## config.mk

```make
export PLATFORM = sky130hd
export DESIGN_NAME = alu8_wb
export DESIGN_NICKNAME = d
export VERILOG_FILES = /design/src/rtl/alu8_wb.sv
export SDC_FILE = /design/constraint.sdc
export NUM_CORES = 1
export LEC_CHECK = 0
export CAP_MARGIN = 20
export CORE_ASPECT_RATIO = 1.25
export CORE_UTILIZATION = 25
export DETAILED_ROUTE_END_ITERATION = 6
export HOLD_SLACK_MARGIN = 0.05
export MAX_ROUTING_LAYER = met4
export SETUP_SLACK_MARGIN = 0.5
export SYNTH_ARGS = -nofsm -noshare
export SYNTH_HDL_FRONTEND = slang
export SYNTH_SLANG_ARGS = --single-unit
```

## constraint.sdc

```tcl
create_clock -name clk -period 16.05 [get_ports clk]
set_input_delay 3.21 -clock clk [delete_from_list [all_inputs] [get_ports clk]]
set_output_delay 3.21 -clock clk [all_outputs]
set_load 0.01 [all_outputs]
```

## src/rtl/alu8_wb.sv

```systemverilog
// Writeback/flag stage behind the 8-bit ALU: tags each result with carry/zero flags,
// buffers it in a small FIFO, and tracks a sticky divide-by-zero flag.
// Optional signed-overflow flag per entry is enabled with `define ALU8_WB_OVF_EN.
module alu8_wb #(
    parameter int DEPTH = 4,
    parameter int CW    = 3
) (
    input  logic          clk,
    input  logic          rst,
    input  logic          in_valid,
    output logic          in_ready,
    input  logic [7:0]    A,
    input  logic [7:0]    B,
    input  logic [3:0]    select,
    input  logic          cin,
    input  logic          bin,
    input  logic [7:0]    alu_out,
    output logic          out_valid,
    input  logic          out_ready,
    output logic [7:0]    out_data,
    output logic          out_c,
    output logic          out_z,
    output logic [3:0]    out_op,
    output logic [CW-1:0] count,
    output logic          div0_seen,
    input  logic          clr_div0
`ifdef ALU8_WB_OVF_EN
    ,
    output logic          out_v
`endif
);

    localparam int AW = (DEPTH > 1) ? $clog2(DEPTH) : 1;

    localparam logic [3:0] OP_ADD  = 4'b0000;
    localparam logic [3:0] OP_SUB  = 4'b0001;
    localparam logic [3:0] OP_MUL  = 4'b0010;
    localparam logic [3:0] OP_DIV  = 4'b0011;
    localparam logic [3:0] OP_ADC  = 4'b0100;
    localparam logic [3:0] OP_SBB  = 4'b0101;
    localparam logic [3:0] OP_SHL  = 4'b1110;
    localparam logic [3:0] OP_SHR  = 4'b1111;

    logic [7:0]    mem_data [DEPTH];
    logic          mem_c    [DEPTH];
    logic          mem_z    [DEPTH];
    logic [3:0]    mem_op   [DEPTH];
    logic [AW-1:0] wr_ptr, rd_ptr;

    logic       push, pop, full, empty;
    logic       div0_hit, carry;
    logic [7:0] result;
    logic [8:0] sum9, sum_c9;
    logic [15:0] prod;

    assign full      = (count == CW'(DEPTH));
    assign empty     = (count == '0);
    // Reset forces in_ready low so nothing can be accepted on the clearing edge.
    assign in_ready  = !rst && !full;
    assign out_valid = !empty;
    assign push      = in_valid && in_ready;
    assign pop       = out_valid && out_ready;

    assign div0_hit = (select == OP_DIV) && (B == 8'h00);
    assign result   = div0_hit ? 8'hFF : alu_out;
    assign sum9     = {1'b0, A} + {1'b0, B};
    assign sum_c9   = sum9 + {8'b0, cin};
    assign prod     = {8'b0, A} * {8'b0, B};

    always_comb begin
        carry = 1'b0;
        case (select)
            OP_ADD:  carry = sum9[8];
            OP_SUB:  carry = (A < B);
            OP_MUL:  carry = (prod[15:8] != 8'h00);
            OP_DIV:  carry = (B == 8'h00);
            OP_ADC:  carry = sum_c9[8];
            OP_SBB:  carry = ({1'b0, A} < ({1'b0, B} + {8'b0, bin}));
            OP_SHL:  carry = A[7];
            OP_SHR:  carry = B[0];
            default: carry = 1'b0;
        endcase
    end

    always_ff @(posedge clk) begin
        if (rst) begin
            wr_ptr <= '0;
            rd_ptr <= '0;
            count  <= '0;
            for (int i = 0; i < DEPTH; i++) begin
                mem_data[i] <= '0;
                mem_c[i]    <= 1'b0;
                mem_z[i]    <= 1'b0;
                mem_op[i]   <= '0;
            end
        end else begin
            if (push) begin
                mem_data[wr_ptr] <= result;
                mem_c[wr_ptr]    <= carry;
                mem_z[wr_ptr]    <= (result == 8'h00);
                mem_op[wr_ptr]   <= select;
                wr_ptr           <= wr_ptr + AW'(1);
            end
            if (pop)
                rd_ptr <= rd_ptr + AW'(1);
            case ({push, pop})
                2'b10:   count <= count + CW'(1);
                2'b01:   count <= count - CW'(1);
                default: count <= count;
            endcase
        end
    end

    // A new divide-by-zero push takes priority over a same-cycle clear.
    always_ff @(posedge clk) begin
        if (rst)
            div0_seen <= 1'b0;
        else if (push && div0_hit)
            div0_seen <= 1'b1;
        else if (clr_div0)
            div0_seen <= 1'b0;
    end

    assign out_data = mem_data[rd_ptr];
    assign out_c    = mem_c[rd_ptr];
    assign out_z    = mem_z[rd_ptr];
    assign out_op   = mem_op[rd_ptr];

`ifdef ALU8_WB_OVF_EN
    logic mem_v [DEPTH];
    logic ovf;

    always_comb begin
        ovf = 1'b0;
        case (select)
            OP_ADD, OP_ADC: ovf = (A[7] == B[7]) && (result[7] != A[7]);
            OP_SUB, OP_SBB: ovf = (A[7] != B[7]) && (result[7] != A[7]);
            default:        ovf = 1'b0;
        endcase
    end

    always_ff @(posedge clk) begin
        if (rst) begin
            for (int i = 0; i < DEPTH; i++)
                mem_v[i] <= 1'b0;
        end else if (push) begin
            mem_v[wr_ptr] <= ovf;
        end
    end

    assign out_v = mem_v[rd_ptr];
`endif

endmodule

```

Word level (Yosys, flattened, before mapping):

Memory sizes are Yosys's and may differ from the RTL's. A register that Yosys moved wholly into a read port is not among the register bits.
Cells that the tools add are included.

* RAM bits: 56
* bits of input ports: 35
* logic and storage cells: 77
* register bits: 8
* output and inout bits: 20
* memories kept: 4

* reductions and logical operators: 19
* $mul: 1
* add/sub/neg operators: 7
* magnitude comparators: 2
* multiplexer cells: 30
* equality and inequality tests: 10

Memory list
* mem_data: depth 4, width 8, rd ports 1, clocked after Yosys merged registers in 1, wr ports 4, RTL line 44 `logic [7:0] mem_data [DEPTH];`
* mem_op: depth 4, width 4, rd ports 1, clocked after Yosys merged registers in 1, wr ports 4, RTL line 47 `logic [3:0] mem_op [DEPTH];`
* mem_c: depth 4, width 1, rd ports 1, clocked after Yosys merged registers in 1, wr ports 4, RTL line 45 `logic mem_c [DEPTH];`
* mem_z: depth 4, width 1, rd ports 1, clocked after Yosys merged registers in 1, wr ports 4, RTL line 46 `logic mem_z [DEPTH];`

Operators with widths (count)
* 2-bit 2-to-1 mux: 12
* 8-bit logical NOT: 2
* 8-bit by 8-bit multiplier with 16-bit output: 1
* 8-bit 2-to-1 mux: 2
* 1-bit 2-to-1 mux: 13
* 8-bit by 1-bit adder with 9-bit output: 1
* 8-bit by 8-bit adder with 9-bit output: 1
* 9-bit by 1-bit adder with 9-bit output: 1
* 8-bit by 9-bit < comparator with 1-bit output: 1
* 4-bit by 2-bit equality test with 1-bit output, second input constant: 2
* 4-bit by 3-bit equality test with 1-bit output, second input constant: 2
* 4-bit equality test, second input constant: 2
* 8-bit < comparator: 1
* 1-bit one-hot mux with 8 select lines: 1
* 8-bit nonzero test: 1
* 8-bit OR reduction: 1
* 3-bit one-hot mux with 2 select lines: 1
* 1-bit logical AND: 5
* 2-bit by 1-bit adder with 2-bit output, second input constant: 2
* 4-bit by 1-bit equality test with 1-bit output, second input constant: 1
* 4-bit logical NOT: 1
* 4-bit 2-to-1 mux: 1
* 2-bit nonzero test: 2
* 4-bit OR reduction: 1
* other kinds (8): 11

Logic depth before layout (Yosys ltp):

Gate-level depths: netlist (run 1).

* word-level depth: 9
* depth in mapped cells: 20
* gate-level depth less buffers: 19

Least setup slack after synthesis (run 1):

Ideal clock, no wire load.

* path type: input-to-reg
* start point: input B[7]
* end point: memory mem_c[2], data pin
* data required time: 15785 ps
* stages: 16
* path buffers: 1
* setup slack: 8538 ps
* library setup time: 265 ps
* data arrival time: 7247 ps
* cell sequence: clkbuf_1 -> nand2_1 -> fa_1 -> fa_1 -> inv_1 -> fa_1 -> fa_1 -> ha_1 -> o21ai_0 -> nor2_1 -> a41oi_1 -> o221ai_1 -> nor4_2 -> nand4_1 -> a31oi_2 -> nor2_1

RTL lines
* from (decl): RTL line 13 `input logic [7:0] B,`
* to (decl): RTL line 45

Final worst setup path (run 1):

* start point: input rst
* end point: output in_ready

* cells in the longest elaborated chain, start to end: 2

Ends and longest elaborated chain
* from (decl): RTL line 9 `input logic rst,`
* 1-bit logical NOT: RTL line 59 `assign in_ready = !rst && !full;`
* 1-bit logical AND: RTL line 59
* to (decl): RTL line 11 `output logic in_ready,`

No other way between the ends.

==> results of run 1 <==
-- flip-flops by register name, indices dropped and copies added (netlist names), named ones only --
signal     count
mem_op        16
mem_data      32
mem_z          4
mem_c          4
rd_ptr         2
div0_seen      1
wr_ptr         2
count          3
-- cells in the final DEF, fill, tap and decap left out, types with 2 or more instances in the layout --
master,instances
sky130_fd_sc_hd__nor2_1,76
sky130_fd_sc_hd__inv_1,61
sky130_fd_sc_hd__ha_1,59
sky130_fd_sc_hd__edfxtp_1,56
sky130_fd_sc_hd__clkdlybuf4s50_1,54
sky130_fd_sc_hd__and2_1,38
sky130_fd_sc_hd__fa_1,37
sky130_fd_sc_hd__nand2_1,33
sky130_fd_sc_hd__a21oi_1,15
sky130_fd_sc_hd__mux4_2,14
sky130_fd_sc_hd__nand4_1,12
sky130_fd_sc_hd__xnor2_1,11
sky130_fd_sc_hd__nand2b_1,11
sky130_fd_sc_hd__dfxtp_1,10
sky130_fd_sc_hd__clkbuf_16,10
sky130_fd_sc_hd__and3_1,9
sky130_fd_sc_hd__o21ai_0,9
sky130_fd_sc_hd__xor2_1,8
sky130_fd_sc_hd__nor3_1,7
sky130_fd_sc_hd__nand3_1,6
sky130_fd_sc_hd__a211oi_1,6
sky130_fd_sc_hd__or3_1,4
sky130_fd_sc_hd__and2_2,4
sky130_fd_sc_hd__o211ai_1,4
sky130_fd_sc_hd__o21ai_1,3
sky130_fd_sc_hd__o21a_1,3
sky130_fd_sc_hd__nor2b_1,3
sky130_fd_sc_hd__clkinv_2,3
sky130_fd_sc_hd__a31oi_2,2
sky130_fd_sc_hd__nand4b_1,2
sky130_fd_sc_hd__or2_2,2
sky130_fd_sc_hd__mux2i_1,2
sky130_fd_sc_hd__a31oi_1,2
sky130_fd_sc_hd__nor3b_1,2
sky130_fd_sc_hd__a21o_1,2
sky130_fd_sc_hd__o2111ai_1,2
sky130_fd_sc_hd__clkbuf_8,2
-- worst paths after layout --
check        slack [ns]            to  cells after the start
max                7.85      in_ready                      3
min                0.53     rd_ptr[1]                      2
max reg2reg       12.73  mem_op[2][2]                      7
min reg2reg        0.53     rd_ptr[1]                      2
-- routing by layer --
metal | global-route usage | routed length, um | vias up
met5 | - | 0 | -
met4 | 0.0382 | 103 | 0
met3 | 0.0101 | 447 | 8
met2 | 0.225 | 7250 | 83
met1 | 0.147 | 5750 | 2045
li1 | - | - | 2010
-- cells by family after synthesis --
logic type	count (synthesis)	synth area share
and+or+nand+nor	214	0.191
xor gates and xnor gates	19	0.0292
DFF	66	0.330
AOI/OAI and AO/OA	61	0.0739
muxes	17	0.0608
adders and majority gates	96	0.259
buffers and inverters	83	0.0564
-- power by group through the flow --
stage,Sequential [mW],Clock (mW),Combinational (mW)
2_1_floorplan,0.214,0,0.259
3_3_place_gp,0.226,0,0.347
3_5_place_dp,0.227,0,0.349
4_1_cts,0.223,0.191,0.352
5_1_grt,0.226,0.198,0.393
6_report,0.222,0.189,0.349
-- area by class of cell --
type                       instances  area (sq um)  share of cell area
multi-input combinational        407          3500               0.514
sequential                        66          1880               0.276
timing repair buffer              54           541              0.0794
tap                              283           354              0.0520
clock buffer                      12           278              0.0408
inverter                          62           233              0.0342
clock inverter                     4          22.5             0.00331
-- cell usage after synthesis, types with 3 or more instances --
| cell type | instances | share of area |
|---|---|---|
| sky130_fd_sc_hd__or3_1 | 4 | 0.0044 |
| sky130_fd_sc_hd__nand2_1 | 33 | 0.022 |
| sky130_fd_sc_hd__mux4_2 | 14 | 0.055 |
| sky130_fd_sc_hd__nand4_1 | 12 | 0.013 |
| sky130_fd_sc_hd__nand3_1 | 6 | 0.0053 |
| sky130_fd_sc_hd__nor2_1 | 76 | 0.050 |
| sky130_fd_sc_hd__edfxtp_1 | 56 | 0.29 |
| sky130_fd_sc_hd__o21ai_0 | 9 | 0.0079 |
| sky130_fd_sc_hd__and3_1 | 9 | 0.0099 |
| sky130_fd_sc_hd__dfxtp_1 | 10 | 0.035 |
| sky130_fd_sc_hd__inv_1 | 61 | 0.040 |
| sky130_fd_sc_hd__and2_1 | 38 | 0.042 |
| sky130_fd_sc_hd__o21ai_1 | 3 | 0.0026 |
| sky130_fd_sc_hd__a211oi_1 | 6 | 0.0079 |
| sky130_fd_sc_hd__nor2b_1 | 3 | 0.0033 |
| sky130_fd_sc_hd__nand2b_1 | 11 | 0.012 |
| sky130_fd_sc_hd__a21oi_1 | 15 | 0.013 |
| sky130_fd_sc_hd__xnor2_1 | 11 | 0.017 |
| sky130_fd_sc_hd__ha_1 | 59 | 0.13 |
| sky130_fd_sc_hd__and2_2 | 4 | 0.0053 |
| sky130_fd_sc_hd__clkbuf_1 | 15 | 0.0099 |
| sky130_fd_sc_hd__nor3_1 | 7 | 0.0061 |
| sky130_fd_sc_hd__buf_2 | 4 | 0.0035 |
| sky130_fd_sc_hd__xor2_1 | 8 | 0.012 |
| sky130_fd_sc_hd__o211ai_1 | 4 | 0.0053 |
| sky130_fd_sc_hd__o21a_1 | 3 | 0.0039 |
| sky130_fd_sc_hd__fa_1 | 37 | 0.13 |
-- critical path: cells and delay by family --
kind,cells,cell delay (ns)
compound gates,1,0.49
buf+inv,2,1.28
-- per-stage QoR --
stage	hold slack [ns]	setup WS, ns	area [sq um]
6_report	0.534	7.85	6810
5_1_grt	0.578	7.58	6810
4_1_cts	0.539	7.82	6810
3_5_place_dp	0.516	7.55	6510
3_3_place_gp	0.512	7.59	6510
2_1_floorplan	0.485	8.54	5700
==> impl_metrics.toml, run 1 <==
[status]
outcome = "complete, no violations"

[finish]
fin_cells = 888
antenna_cells_inserted = 0
post-route-util = 0.306
layout_cells_sized_above_1 = 0.0744
fill_cells = 2327
syn2layout_area_growth_pct = 19.4
num-nets-final = 731

[critical_path]
worstSetupPathType = "primary input to primary output"
cp_data_arrival_time_ns = 4.99
worstSetupStartpointType = "primary input"
crit-reg2reg-launch = "count[1]"
timing.critical_path.required_ns = 12.84
worst_path_max_delay_cell = "sky130_fd_sc_hd__clkdlybuf4s50_1"
worst_path_most_repeated_cell = "sky130_fd_sc_hd__clkdlybuf4s50_1"
crit_path_max_fanout = 14
timing.critical_path.from = "rst"
cpPeakStageDelay_ns = 0.65
worstPathCellList = "clkdlybuf4s50_1, a31oi_2, clkdlybuf4s50_1"
cp-end-kind = "primary output"

[pwr]
power_frac_seq = 0.292
power_dissipated_by_switching_net_loads_uw = 269
combinationalPowerShare = 0.459
power.internal_uw = 491
ir_drop_mv = 0.0741
powerDensity_nw_per_um2 = 112
swShare = 0.354
standby_leakage_power_nw = 2.79
power_frac_clock = 0.249
finalPower_uw = 760

[clocking]
cts_root_buf = "sky130_fd_sc_hd__clkbuf_16"
cts_repair_resize_count = 0
clkLatencyLatePin_ns = 0.32
cts.hold.buffers_added = 0
number_of_clock_sinks = 66
cts_tree = "built"
cts_made_buffers = 9
cts.htree.levels = 3
postCtsSetupRepairBufs = 0
cts.clk_slew.worst_paths_ns = 0.06
clock_path_buffers = 2

[drt]
drt_iter0_drc = 197
final_antenna_net_count = 0
totalWireLength_um = 13600
final_routed_wire_length_divided_by_cell_count_um = 15.3
firstDrtPassIters = 4
post-route-drc-count = 0
post_detailed_route_via_to_cell_ratio = 4.67
routed-via-count = 4146

[yosys]
synthesis.area_per_instance_sq_um = 10.3
synth.cell_area_sq_um = 5700
synth.yosys.seq_area_share = 0.330
synth-edff-count = 56
syn_nets = 687
post_synth_inst_count = 556
synth-seq-cells = 66
synthFlopType = "sky130_fd_sc_hd__edfxtp_1"
yosys_warnings = 0
synth_async_sr_flop_share = 0
yosys.cell_types.count = 57

[floorplanning]
die-width_um = 137
dieArea_sq_um = 23400
core_sq_um = 22300
ios = 55
initial_utilization = 0.256
die_h_um = 171
std_cell_rows = 61

[timing]
timing.setup.tns_ns = 0
post-route-min-period_ns = 8.20
number_of_hold_violations_in_the_final_report = 0
fin_skew_ns = 0.00765
rsz0062_at_grt = "no"
setup_viol_count_final = 0
finalMaxSlewViolations = 0
maxSlewHeadroom = 0.366
timing.fmax_mhz = 122
final_min_period_over_clock_period = 0.511
worst_slew_pin_slew_ns = 0.949

[min_path]
hold_class = "flop to flop"
min-delay-start = "rd_ptr[1]"

[place]
place_hpwl_um = 10600
numPlacedInstances = 872
finalWeightedCongestion = 0.865
buffer_ports.inserted = 54

[global_routing]
vias_in_the_first_global_route = 4242
grt_pass1_wl_um = 21900
grt-ovfl-total = 0
largest_net_degree_at_the_start_of_global_routing = 16
grt_usage = 0.125
grt_antenna_before_repair = 0

[job]
drv.max_cap_violation_count = 0
No activity file was read; power rests on OpenSTA's default activity.
==> run 2, diff against run 1 <==
==> constraint.sdc (replaced) <==
create_clock -name clk -period 8.6 [get_ports clk]
set_input_delay 1.72 -clock clk [delete_from_list [all_inputs] [get_ports clk]]
set_output_delay 1.72 -clock clk [all_outputs]
set_load 0.01 [all_outputs]
==> run 2 against run 1 <==
Sequential power grew 87%. Global-route usage increased by 0.063 points. Total power rose by 87%. Highest routed layer unchanged. Clock skew down 0.0023 ns. Critical path depth up 14. Register-to-register slack worse by 7.4 ns. Clock power increased by 88%. First-iteration DRC count rose by 14%.
==> impl_metrics.toml, run 2 (same netlist as run 1, synthesis figures left out) <==
[finish]
num-nets-final = 731
top_register = "mem_data"
layout_common_cells = "76 x sky130_fd_sc_hd__nor2_1, 61 x sky130_fd_sc_hd__inv_1, 59 x sky130_fd_sc_hd__ha_1"
antenna_cells_inserted = 0
layout_cells_sized_above_1 = 0.0744
syn2layout_area_growth_pct = 19.4
largest_register_ff_count = 32
leading_cell_type_in_the_layout_fill_and_taps_excluded = "sky130_fd_sc_hd__nor2_1"
top_flop_regs = "mem_data x32, mem_op x16"

[drt]
firstDrtPassIters = 5
final_antenna_net_count = 0
post-route-drc-count = 0
drt_iter0_drc = 224
final_routed_wire_length_divided_by_cell_count_um = 15.3
routed-via-count = 4154
totalWireLength_um = 13600
post_detailed_route_via_to_cell_ratio = 4.68

[timing]
final_min_period_over_clock_period = 0.771
number_of_hold_violations_in_the_final_report = 0
timing.fmax_mhz = 151
finalMaxSlewViolations = 0
fin_skew_ns = 0.00534
rsz0062_at_grt = "no"
setup_viol_count_final = 0
holdWs_ns = 0.534
timing.setup.tns_ns = 0
post-route-min-period_ns = 6.63
maxSlewHeadroom = 0.360
worst_slew_pin_slew_ns = 0.959

[global_routing]
grtUsageMet3 = 0.0175
grt-ovfl-total = 0
largest_net_degree_at_the_start_of_global_routing = 16
grt_pass1_wl_um = 22100
grt_antenna_before_repair = 0
global_routing_usage_on_met1 = 0.145
grt.met2_usage = 0.224
busiest_grt_layer = "met2"
grt_usage = 0.126
vias_in_the_first_global_route = 4278

[min_path]
min-delay-start = "rd_ptr[1]"
hold_class = "flop to flop"
min_path_cells = 2
timing.hold.worst_endpoint = "rd_ptr[1]"

[clocking]
cts_tree = "built"
cts.htree.levels = 3
postCtsSetupRepairBufs = 0
cts_repair_resize_count = 0
number_of_clock_sinks = 66
cts_root_buf = "sky130_fd_sc_hd__clkbuf_16"
cts.hold.buffers_added = 0
clkLatencyLatePin_ns = 0.33
cts_made_buffers = 9
cts.clk_slew.worst_paths_ns = 0.05
clock_path_buffers = 2

[critical_path]
timing.critical_path.required_ns = 8.66
worstSetupStartpointType = "primary input"
cp_data_arrival_time_ns = 6.69
timing.critical_path.from = "A[4]"
cp-end-kind = "flop"
worstReg2RegEnd = "mem_op[2][3]"
worstSetupPathType = "primary input to flop"
r2r_cells = 7
register_to_register_path_setup_slack_ns = 5.34
crit-reg2reg-launch = "count[1]"
crit_path_max_fanout = 10

[floorplanning]
dieArea_sq_um = 23400
core_sq_um = 22300
die-width_um = 137
ios = 55
initial_utilization = 0.256
die_h_um = 171
std_cell_rows = 61

[pwr]
ir_drop_mv = 0.145
finalPower_mw = 1.42
power_dissipated_by_switching_net_loads_uw = 505
power_frac_seq = 0.292
swShare = 0.356
power_frac_clock = 0.250
combinationalPowerShare = 0.458
powerDensity_nw_per_um2 = 209
power.internal_uw = 916
standby_leakage_power_nw = 2.79

[place]
finalWeightedCongestion = 0.865
buffer_ports.inserted = 54
place_hpwl_um = 10600

[status]
outcome = "complete, no violations"

[job]
drv.max_cap_violation_count = 0
run 2: cell counts in the layout (fill, tap and decap cells not counted):
No cell type changed its count.
run 2: worst max-delay path by stage:
stage / cells past startpoint / to / slack [ns]
floorplan: 16 / mem_c[2] / 2.58
global placement: 17 / mem_c[2] / 1.63
detailed placement: 17 / mem_c[0] / 1.58
CTS: 17 / mem_c[0] / 1.91
global route: 19 / mem_c[2] / 1.63
finish: 17 / mem_c[2] / 1.97
run 2: metrics by stage:
stage,area [sq um],utilization,setup slack [ns],std cells
4_1_cts,6810,0.306,1.91,888
3_5_place_dp,6510,0.292,1.58,872
6_report,6810,0.306,1.97,888
5_1_grt,6810,0.306,1.63,888
3_3_place_gp,6510,0.292,1.63,872
2_1_floorplan,5700,-,2.58,556
run 2: metal layers:
metal	vias up	wire length [um]
met4	0	216
met1	2054	5890
met2	71	7070
met3	18	416
li1	2011	-
met5	-	0
run 2: power groups by stage:
stage	sequential [mW]	combinational (mW)	clock, mW
floorplan	0.399	0.483	0
global placement	0.423	0.647	0
detailed placement	0.423	0.652	0
CTS	0.417	0.655	0.358
global route	0.422	0.735	0.372
finish	0.415	0.650	0.356
run 2: critical path, stage by stage:
cell and delay (ns):
sky130_fd_sc_hd__clkdlybuf4s50_1 0.63, sky130_fd_sc_hd__ha_1 0.40, sky130_fd_sc_hd__fa_1 0.55, sky130_fd_sc_hd__inv_1 0.05, sky130_fd_sc_hd__fa_1 0.46, sky130_fd_sc_hd__fa_1 0.52
sky130_fd_sc_hd__fa_1 0.55, sky130_fd_sc_hd__inv_1 0.04, sky130_fd_sc_hd__ha_1 0.38, sky130_fd_sc_hd__o21ai_0 0.18, sky130_fd_sc_hd__o211ai_1 0.19, sky130_fd_sc_hd__o211ai_1 0.16
sky130_fd_sc_hd__o21ai_1 0.18, sky130_fd_sc_hd__mux2i_1 0.22, sky130_fd_sc_hd__nand4_1 0.13, sky130_fd_sc_hd__a31oi_2 0.27, sky130_fd_sc_hd__nor2_1 0.07
run 2: area by class of cell:
cell class	count	area [sq um]
clock buffers	12	278
multi-input cells	407	3500
well taps	283	354
fillers	2322	15500
clock inverters	4	22.5
flip-flops and latches	66	1880
repair buffers	54	541
inverters	62	233
